**src/rtl/mem_arbiter.sv**
```systemverilog
// Arbitrates a shared single-port memory bus between instruction fetch and data load/store.
// One transaction at a time; registered bus outputs, wait-cycle abort, sticky error flag.
module mem_arbiter #(
  parameter int MAX_WAIT = 15
) (
  input  logic        clk,
  input  logic        rst,
  input  logic        if_req,
  input  logic [31:0] if_addr,
  output logic [31:0] if_rdata,
  output logic        if_valid,
  input  logic [2:0]  read_mem,
  input  logic [1:0]  write_mem,
  input  logic [31:0] mem_addr,
  input  logic [31:0] mem_wdata,
  output logic [31:0] mem_rdata,
  output logic        mem_done,
  output logic        bus_req,
  output logic        bus_we,
  output logic [31:0] bus_addr,
  output logic [31:0] bus_wdata,
  output logic [3:0]  bus_be,
  input  logic [31:0] bus_rdata,
  input  logic        bus_ready,
  output logic        stall,
  output logic        err
);

  localparam logic [1:0] IDLE  = 2'd0;
  localparam logic [1:0] DATA  = 2'd1;
  localparam logic [1:0] FETCH = 2'd2;

  localparam logic LG_DATA  = 1'b0;
  localparam logic LG_FETCH = 1'b1;

  logic [1:0]  state;
  logic        last_grant;
  logic [7:0]  wait_cnt;
  logic [2:0]  cur_load;
  logic        cur_store;
  logic [1:0]  cur_off;

  logic        data_pend;
  logic        is_store;
  logic        grant_data;
  logic        grant_fetch;
  logic        bad_align;
  logic [3:0]  st_be;
  logic [31:0] st_wdata;

  // Unknown load codes are handled as lw: word alignment, no extension.
  function automatic logic misaligned(input logic [2:0] rd, input logic [1:0] wr,
                                      input logic [1:0] off);
    logic m;
    m = 1'b0;
    if (wr != 2'b00) begin
      case (wr)
        2'b01:   m = (off != 2'b00);
        2'b10:   m = off[0];
        default: m = 1'b0;
      endcase
    end else begin
      case (rd)
        3'b111, 3'b011: m = 1'b0;
        3'b110, 3'b010: m = off[0];
        default:        m = (off != 2'b00);
      endcase
    end
    return m;
  endfunction

  function automatic logic [31:0] load_ext(input logic [2:0] rd, input logic [1:0] off,
                                           input logic [31:0] word);
    logic [31:0] lane;
    logic [31:0] res;
    lane = word >> {off, 3'b000};
    case (rd)
      3'b111:  res = {{24{lane[7]}}, lane[7:0]};
      3'b011:  res = {24'h000000, lane[7:0]};
      3'b110:  res = {{16{lane[15]}}, lane[15:0]};
      3'b010:  res = {16'h0000, lane[15:0]};
      default: res = word;
    endcase
    return res;
  endfunction

  assign data_pend   = (read_mem != 3'b000) || (write_mem != 2'b00);
  assign is_store    = (write_mem != 2'b00);
  assign grant_data  = data_pend && (!if_req || (last_grant == LG_FETCH));
  assign grant_fetch = if_req && (!data_pend || (last_grant == LG_DATA));
  assign bad_align   = misaligned(read_mem, write_mem, mem_addr[1:0]);
  assign stall       = (data_pend && !mem_done) || (if_req && !if_valid);

  // Byte enables and lane-replicated store data for the pending store.
  always_comb begin
    st_be    = 4'b1111;
    st_wdata = mem_wdata;
    case (write_mem)
      2'b10: begin
        st_be    = 4'b0011 << mem_addr[1:0];
        st_wdata = {2{mem_wdata[15:0]}};
      end
      2'b11: begin
        st_be    = 4'b0001 << mem_addr[1:0];
        st_wdata = {4{mem_wdata[7:0]}};
      end
      default: begin
        st_be    = 4'b1111;
        st_wdata = mem_wdata;
      end
    endcase
  end

  // Arbitration FSM and all registered outputs.
  always_ff @(posedge clk or posedge rst) begin
    if (rst) begin
      state      <= IDLE;
      last_grant <= LG_FETCH;
      wait_cnt   <= 8'd0;
      cur_load   <= 3'b000;
      cur_store  <= 1'b0;
      cur_off    <= 2'b00;
      bus_req    <= 1'b0;
      bus_we     <= 1'b0;
      bus_be     <= 4'b0000;
      bus_addr   <= 32'h0000_0000;
      bus_wdata  <= 32'h0000_0000;
      if_valid   <= 1'b0;
      mem_done   <= 1'b0;
      if_rdata   <= 32'h0000_0000;
      mem_rdata  <= 32'h0000_0000;
      err        <= 1'b0;
    end else begin
      mem_done <= 1'b0;
      if_valid <= 1'b0;
      case (state)
        IDLE: begin
          // A done pulse blocks granting in its own cycle.
          if (!mem_done && !if_valid) begin
            if (grant_data) begin
              last_grant <= LG_DATA;
              if (bad_align) begin
                err       <= 1'b1;
                mem_done  <= 1'b1;
                mem_rdata <= 32'h0000_0000;
              end else begin
                state     <= DATA;
                bus_req   <= 1'b1;
                bus_we    <= is_store;
                bus_addr  <= mem_addr & 32'hFFFF_FFFC;
                bus_be    <= is_store ? st_be : 4'b1111;
                bus_wdata <= is_store ? st_wdata : 32'h0000_0000;
                wait_cnt  <= 8'd0;
                cur_load  <= read_mem;
                cur_store <= is_store;
                cur_off   <= mem_addr[1:0];
              end
            end else if (grant_fetch) begin
              last_grant <= LG_FETCH;
              state      <= FETCH;
              bus_req    <= 1'b1;
              bus_we     <= 1'b0;
              bus_addr   <= if_addr & 32'hFFFF_FFFC;
              bus_be     <= 4'b1111;
              wait_cnt   <= 8'd0;
            end else begin
              state <= IDLE;
            end
          end else begin
            state <= IDLE;
          end
        end
        DATA, FETCH: begin
          if (bus_ready) begin
            state   <= IDLE;
            bus_req <= 1'b0;
            bus_we  <= 1'b0;
            if (state == DATA) begin
              mem_done  <= 1'b1;
              mem_rdata <= cur_store ? 32'h0000_0000 : load_ext(cur_load, cur_off, bus_rdata);
            end else begin
              if_valid <= 1'b1;
              if_rdata <= bus_rdata;
            end
          end else if (wait_cnt == 8'(MAX_WAIT - 1)) begin
            state   <= IDLE;
            bus_req <= 1'b0;
            bus_we  <= 1'b0;
            err     <= 1'b1;
            if (state == DATA) begin
              mem_done  <= 1'b1;
              mem_rdata <= 32'h0000_0000;
            end else begin
              if_valid <= 1'b1;
              if_rdata <= 32'h0000_0000;
            end
          end else begin
            wait_cnt <= wait_cnt + 8'd1;
          end
        end
        default: begin
          state   <= IDLE;
          bus_req <= 1'b0;
          bus_we  <= 1'b0;
        end
      endcase
    end
  end

endmodule

```
**config.mk**
```make
export PLATFORM = sky130hd
export DESIGN_NAME = mem_arbiter
export DESIGN_NICKNAME = d
export VERILOG_FILES = /design/src/rtl/mem_arbiter.sv
export SDC_FILE = /design/constraint.sdc
export NUM_CORES = 1
export LEC_CHECK = 0
export BUFFER_PORTS_ARGS = -buffer_cell sky130_fd_sc_hd__buf_2
export CAP_MARGIN = 0
export CORE_AREA = 2 2 92 160
export CTS_BUF_LIST = sky130_fd_sc_hd__clkbuf_4 sky130_fd_sc_hd__clkbuf_8
export DETAILED_ROUTE_END_ITERATION = 12
export DIE_AREA = 0 0 94 162
export GPL_ROUTABILITY_DRIVEN = 0
export PLACE_DENSITY = 0.92
export SETUP_SLACK_MARGIN = 0.02
export SKIP_CTS_REPAIR_TIMING = 1
export SLEW_MARGIN = 20
export SYNTH_ARGS = -nofsm -noshare
export SYNTH_HDL_FRONTEND = slang
export SYNTH_SLANG_ARGS = --single-unit
export TNS_END_PERCENT = 1
```
**constraint.sdc**
```tcl
create_clock -name clk -period 6.9 [get_ports clk]
set_input_delay 0.345 -clock clk [delete_from_list [all_inputs] [get_ports clk]]
set_output_delay 0.345 -clock clk [all_outputs]
set_load 0.01 [all_outputs]
```
==> results.py, run 1 <==
metrics = {
    "sta": {
        "finalClockSkew_ns": 0.02041,
        "tightest_slew_ns": 1.011,
        "hold_violations": 7,
        "rsz0062_at_grt": "false",
        "setup_tns_ns": 0,
        "post-route-min-period_ns": 3.307,
        "setup-violations-final": 0,
        "drv_slew": 0,
        "relSlewSlack_pct": 32.57,
        "fmax_ghz": 0.3024,
        "fin_crit_sh_pct": 47.93,
        "hold-worst-slack_ns": -0.01334,
    },
    "drt": {
        "drt_wl_total_um": 22210,
        "drt_iter0_drc": 486,
        "ant_nets": 0,
        "drc": 0,
        "vias_per_cell": 5.987,
        "route.vias.total": 6927,
        "drt_first_pass_iters": 5,
        "routedWlPerCell_um": 19.20,
    },
    "logic_synthesis": {
        "synth_fa_ha_area_share_pct": 1.497,
        "synth.area.mux_share_pct": 11.36,
        "synthSimpleGateAreaFrac_pct": 7.085,
        "synth_ff_type": "dfrtp_1",
        "yosysTopAreaCellShare_pct": 50.22,
        "synth_edf_count": 0,
        "synth_compound_area_share_pct": 24.25,
        "yosys_register_bits": 152,
        "netlist_instances": 729,
        "synth_area_leader_cell": "dfrtp_1",
        "synthDistinctLibCells": 59,
        "ys_async_sr_fraction_pct": 100.0,
        "syn_avg_cell_area_um2": 10.32,
        "synth_area_um2": 7523,
        "synth_xor_area_share_pct": 0,
        "synth_top_family_by_area": "compound AO/OA/AOI/OAI gates",
        "yosysSeqAreaShare_pct": 50.57,
        "synth.area.top_cells": "dfrtp_1 (50%), mux2i_1 (8.5%), o21ai_0 (7.1%), a22o_1 (4.7%), mux2_2 (2.4%)",
        "yosysWarnings": 0,
    },
    "clock_network": {
        "clock_latency_ns": 0.44,
        "cts_inserted_buffers": 17,
        "cts_buffer_depth": 2,
        "cts_tree": "yes",
        "root_buffer": "clkbuf_8",
        "clk_pin_slew_worst_paths_ns": 0.10,
        "cts.sinks": 152,
        "h-tree-depth": 4,
    },
    "place": {
        "hpwl_um": 16400,
        "portBuffers": 270,
    },
    "critical_path": {
        "cp_top_family": "compound AO/OA/AOI/OAI gates",
        "crit_buf_inv": 2,
        "timing.rr.start": "state[1]",
        "rrSetupSlack_ns": 3.88,
        "r2r_cells": 7,
        "cp-start-kind": "input port",
        "crit_chain": "buf_2 -> inv_1 -> ha_1 -> a21boi_0 -> o21ai_1 -> o31ai_1 -> nand3_2 -> mux2_1",
        "critPathCaptureType": "flip-flop",
        "critPathArrivalTime_ns": 3.63,
        "crit_fanout": 32,
        "critPathMaxStageDelay_ns": 0.84,
        "slowest_stage": "nand3_2",
        "cp.required_ns": 7.22,
        "criticalPathCategory": "input port to flip-flop",
        "reg2reg_to": "cur_load[2]",
    },
    "global_route": {
        "grt_pass1_vias": 6917,
        "grt_use_total_pct": 29.20,
        "antenna_found_initial": 0,
        "grt_start_max_net_pins": 80,
        "grt.overflow.total": 0,
        "grt_pass1_wl_um": 34830,
    },
    "run_status": {
        "status": "finished with violations",
        "violations": "negative hold slack",
    },
    "die": {
        "initial_core_util_pct": 54.10,
        "die-height_um": 162,
        "core_area_um2": 13910,
        "num_rows": 57,
        "die_w_um": 94,
        "ioPinCount": 275,
        "dieArea_um2": 15230,
    },
    "job": {
        "maxCapViolations": 0,
    },
    "cells_and_area": {
        "final_common_cell": "buf_2",
        "drive_gt1_share_pct": 35.61,
        "diodes": 0,
        "final_nets": 1113,
        "area_growth_pct": 23.82,
        "mostFrequentLayoutCells": "buf_2 (270), dfrtp_1 (151), o21ai_0 (106)",
    },
    "power_and_ir_drop": {
        "total_leakage_power_nw": 4.732,
        "ir_worst_vdd_mv": 0.2776,
        "p_per_area_nw_per_um2": 429.8,
    },
    "min_path": {
        "min-delay-path-class": "input port to asynchronous set/reset pin",
    },
}
## through the flow
stage	util [%]	area [um^2]	cells	total power, mW	setup WS, ns
after floorplan	-	7527	730	2.703	2.464
after global placement	64.33	8946	1125	3.285	3.162
after detailed placement	64.34	8947	1125	3.384	3.074
after CTS	66.98	9315	1157	4.018	3.543
after global routing	66.98	9315	1157	4.275	3.383
final	66.98	9315	1157	4.004	3.593
## cells by family after synthesis
family | after synthesis
flip-flops | 152
adder cells (fa/ha/maj) | 9
AND/OR/NAND/NOR | 108
other | 1
multiplexers | 83
buffers and inverters | 94
AO/OA/AOI/OAI | 282
## metal layers
| metal | global-route usage (%) | up-vias | wire length [um] |
|---|---|---|---|
| met1 | 31.79 | 3305 | 7575 |
| met3 | 6.308 | 93 | 1624 |
| met2 | 50.42 | 396 | 11650 |
| met5 | 0 | - | 0 |
| met4 | 18.71 | 0 | 1362 |
| li1 | - | 3133 | - |
## worst max path at each step
stage,from,to,slack [ns],cells after the start
floorplan,rst,bus_addr[10],2.46,1
global placement,write_mem[1],bus_be[3],3.16,7
detailed placement,write_mem[1],bus_be[2],3.07,7
CTS,write_mem[0],bus_be[2],3.54,7
global route,write_mem[1],mem_rdata[1],3.38,8
finish,write_mem[1],mem_rdata[1],3.59,8
## worst reg2reg max path: stages (launching register included)
cell and delay [ns]:
dfrtp_1 0.39, inv_1 0.10, ha_1 0.29, or3b_2 0.78, nor3_1 0.57, o21ai_4 0.09, buf_4 0.33, mux2_2 0.35
## power breakdown
part | internal, mW | switching [mW]
Combinational | 0.750 | 1.13
Clock | 0.272 | 0.354
Sequential | 1.26 | 0.239
## Yosys cell counts (7+ instances only)
cell type  count
nand3_1        8
dfrtp_1      151
ha_1           9
nand2b_1      13
o21ai_1       33
nand2_1       47
o21ai_0      106
clkbuf_1      38
inv_1         33
a22o_1        40
a21oi_1       35
o31ai_1       17
a22oi_1        8
buf_1          7
nor2_1        12
o22ai_1        9
a221oi_1       8
mux2i_1       64
buf_2          9
mux2_2        16
## flip-flops by register name, indices dropped and copies added, names as in the netlist
| name | cells |
|---|---|
| mem_done | 1 |
| err | 1 |
| bus_we | 1 |
| bus_wdata | 32 |
| state | 2 |
| cur_load | 3 |
| bus_addr | 30 |
| mem_rdata | 32 |
| wait_cnt | 8 |
| bus_req | 1 |
| last_grant | 1 |
| if_rdata | 32 |
| if_valid | 1 |
| bus_be | 4 |
| cur_store | 1 |
| cur_off | 2 |
## final cells by class
class,instances,area (um^2)
multi-input combinational,484,3377
clock inverter,13,112.6
clock buffer,19,255.2
fill,1115,4592
sequential,152,3805
inverter,34,132.6
timing repair buffer,278,1411
tap,177,221.5
Note: power is estimated with default switching activity, not from simulation.
==> run 2: changes to the inputs <==
- ABC_AREA: unset -> 1
- CORE_AREA: 2 2 92 160 -> 2 2 100 175
- DIE_AREA: 0 0 94 162 -> 0 0 102 177
- PLACE_DENSITY: 0.92 -> 0.84
- clock period: 6.9 -> 3 ns (I/O delays scaled with it)
==> run 2 against run 1 <==
Effect of this change:
- the run still ends with negative hold slack left
- sequential power increased by 130%
- setup slack worse by 3.0 ns
- area after synthesis up 2.1%
- clock skew shrank 0.0030 ns
- first-iteration DRC count decreased by 9.7%
- global-route usage is 3.5 points lower
- register-to-register slack got worse by 3.3 ns
==> results.py, run 2 <==
metrics = {
    "critical_path": {
        "critPathCaptureType": "flip-flop",
        "timing.rr.start": "state[1]",
        "crit_path_start": "state[1]",
        "cp-start-kind": "flip-flop",
        "crit_fanout": 20,
        "critPathArrivalTime_ns": 2.73,
        "cp.required_ns": 3.32,
        "criticalPathCategory": "flip-flop to flip-flop",
    },
    "drt": {
        "drt_wl_total_um": 23550,
        "drt_first_pass_iters": 8,
        "ant_nets": 0,
        "vias_per_cell": 5.224,
        "routedWlPerCell_um": 15.95,
        "drc": 0,
        "drt_iter0_drc": 439,
        "route.vias.total": 7711,
    },
    "global_route": {
        "grt_start_max_net_pins": 96,
        "antenna_found_initial": 0,
        "grt_pass1_vias": 7304,
        "grt_use_total_pct": 25.74,
        "grt.overflow.total": 0,
        "grt_pass1_wl_um": 36210,
    },
    "logic_synthesis": {
        "yosysWarnings": 0,
        "yosysTopAreaCellShare_pct": 49.21,
        "yosysMostFrequentCell": "nand2_1",
        "synthTopCellsByCount": "nand2_1 (280), dfrtp_1 (151), nor2_1 (102)",
        "ys_async_sr_fraction_pct": 100.0,
        "synth_ff_type": "dfrtp_1",
        "yosysSeqAreaShare_pct": 49.55,
        "yosys_register_bits": 152,
        "synthDistinctLibCells": 38,
        "synth_area_um2": 7679,
        "netlist_instances": 968,
        "synth.area.top_cells": "dfrtp_1 (49%), nand2_1 (14%), o21ai_0 (6.4%), nor2_1 (5.0%), nand3_1 (3.3%)",
        "syn_avg_cell_area_um2": 7.932,
        "synth_area_leader_cell": "dfrtp_1",
        "synth_edf_count": 0,
    },
    "cells_and_area": {
        "stdcell_count": 1476,
        "final_common_cell": "nand2_1",
        "area_growth_pct": 27.20,
        "mostFrequentLayoutCells": "nand2_1 (279), buf_2 (270), dfrtp_1 (151)",
        "drive_gt1_share_pct": 26.68,
        "largest_registers": "bus_wdata: 32 flops, if_rdata: 32 flops, mem_rdata: 32 flops",
        "final_nets": 1382,
    },
    "sta": {
        "setup_tns_ns": 0,
        "hold_violations": 1,
        "relSlewSlack_pct": 52.29,
        "fin_crit_sh_pct": 80.53,
        "hold-worst-slack_ns": -0.01930,
        "tightest_slew_ns": 0.7156,
        "fmax_ghz": 0.4139,
        "rsz0062_at_grt": "false",
        "setup-violations-final": 0,
        "post-route-min-period_ns": 2.416,
        "finalClockSkew_ns": 0.01740,
        "drv_slew": 0,
    },
    "clock_network": {
        "root_buffer": "clkbuf_8",
        "h-tree-depth": 4,
        "clock_latency_ns": 0.44,
        "clk_pin_slew_worst_paths_ns": 0.08,
        "cts_buffer_depth": 2,
        "cts_inserted_buffers": 17,
        "cts.sinks": 152,
        "cts_tree": "yes",
    },
    "power_and_ir_drop": {
        "ir_worst_vdd_mv": 0.4085,
        "total_leakage_power_nw": 5.224,
        "p_per_area_nw_per_um2": 983.7,
    },
    "die": {
        "num_rows": 63,
        "core_area_um2": 16710,
        "die_w_um": 102,
        "die-height_um": 177,
        "dieArea_um2": 18050,
        "initial_core_util_pct": 45.95,
        "ioPinCount": 275,
    },
    "place": {
        "portBuffers": 270,
        "place_inst": 1427,
        "hpwl_um": 17160,
    },
    "min_path": {
        "min-delay-path-class": "input port to flip-flop",
        "holdCritStartpoint": "bus_rdata[5]",
    },
    "run_status": {
        "violations": "negative hold slack",
        "status": "finished with violations",
    },
    "job": {
        "maxCapViolations": 0,
    },
}
-- run 2: changes by cell type after synthesis, sizes merged, moves of 34 or more --
cell,before,now
mux2i,64,8
a22o,40,0
nand3,8,55
o21ai,140,106
nand2,47,281
nor2,12,104
-- run 2: cells by family (layout without fill, tap and decap cells) --
| logic type | count (synthesis) | count (layout) | synth area share (%) |
|---|---|---|---|
| AND/OR/NAND/NOR | 481 | 481 | 25.99 |
| AO/OA/AOI/OAI | 196 | 196 | 14.81 |
| flip-flops | 152 | 152 | 49.55 |
| buffers and inverters | 118 | 397 | 6.746 |
| adder cells (fa/ha/maj) | 9 | 9 | 1.467 |
| multiplexers | 8 | 8 | 1.043 |
| XOR/XNOR | 3 | 3 | 0.3422 |
| other | 1 | 3 | 0.04884 |
-- run 2: area by class of cell --
cell class                      instances  area, um^2
Inverter                               62       236.5
Antenna cell                            1       2.502
Tap cell                              227       284.0
Clock inverter                         12       141.4
Fill cell                            1546        6944
Clock buffer                           19       261.5
Timing Repair Buffer                  304        1674
Sequential cell                       152        3805
Multi-Input combinational cell        699        3362
-- run 2: power by group --
group / internal (mW) / switching, mW
combinational: 1.66 / 2.89
sequential: 2.95 / 0.503
clock: 0.792 / 0.811
-- run 2: final timing paths --
kind / end / slack (ns) / cells past startpoint
max in group asynchronous: bus_addr[7] / 1.97 / 4
max reg2reg: bus_addr[21] / 0.58 / 11
max: bus_addr[21] / 0.58 / 11
min in group asynchronous: bus_req / 0.40 / 4
min: if_rdata[5] / -0.02 / 3
min reg2reg: err / 0.47 / 1
-- run 2: critical path, stage by stage (launching register included) --
cell and delay, ns:
dfrtp_1 0.41, inv_1 0.09, ha_1 0.28, inv_1 0.12
nor2_1 0.24, o21ai_1 0.13, inv_1 0.07, nand2_1 0.10
nand2_2 0.35, buf_4 0.29, o21ai_0 0.11, o21a_1 0.11
-- run 2: metal layers --
layer  GRT usage [%]  part of all wire, %
met2           45.04                   53
met5               0                    0
met3           4.818                  6.4
met4           14.39                  4.6
met1           28.75                   36
-- run 2: through the flow --
stage	area, um^2	utilization [%]	worst slack (ns)	hold slack (ns)	total power [mW]
final	9767	58.45	0.5842	-0.01930	9.608
after global routing	9764	58.43	0.3550	0.0002842	10.37
after CTS	9594	57.41	0.6095	-0.1275	9.628
after detailed placement	9191	55.00	0.5295	0.3506	8.002
after global placement	9191	55.00	0.6086	0.3491	7.847
after floorplan	7686	-	0.9339	0.2596	6.403
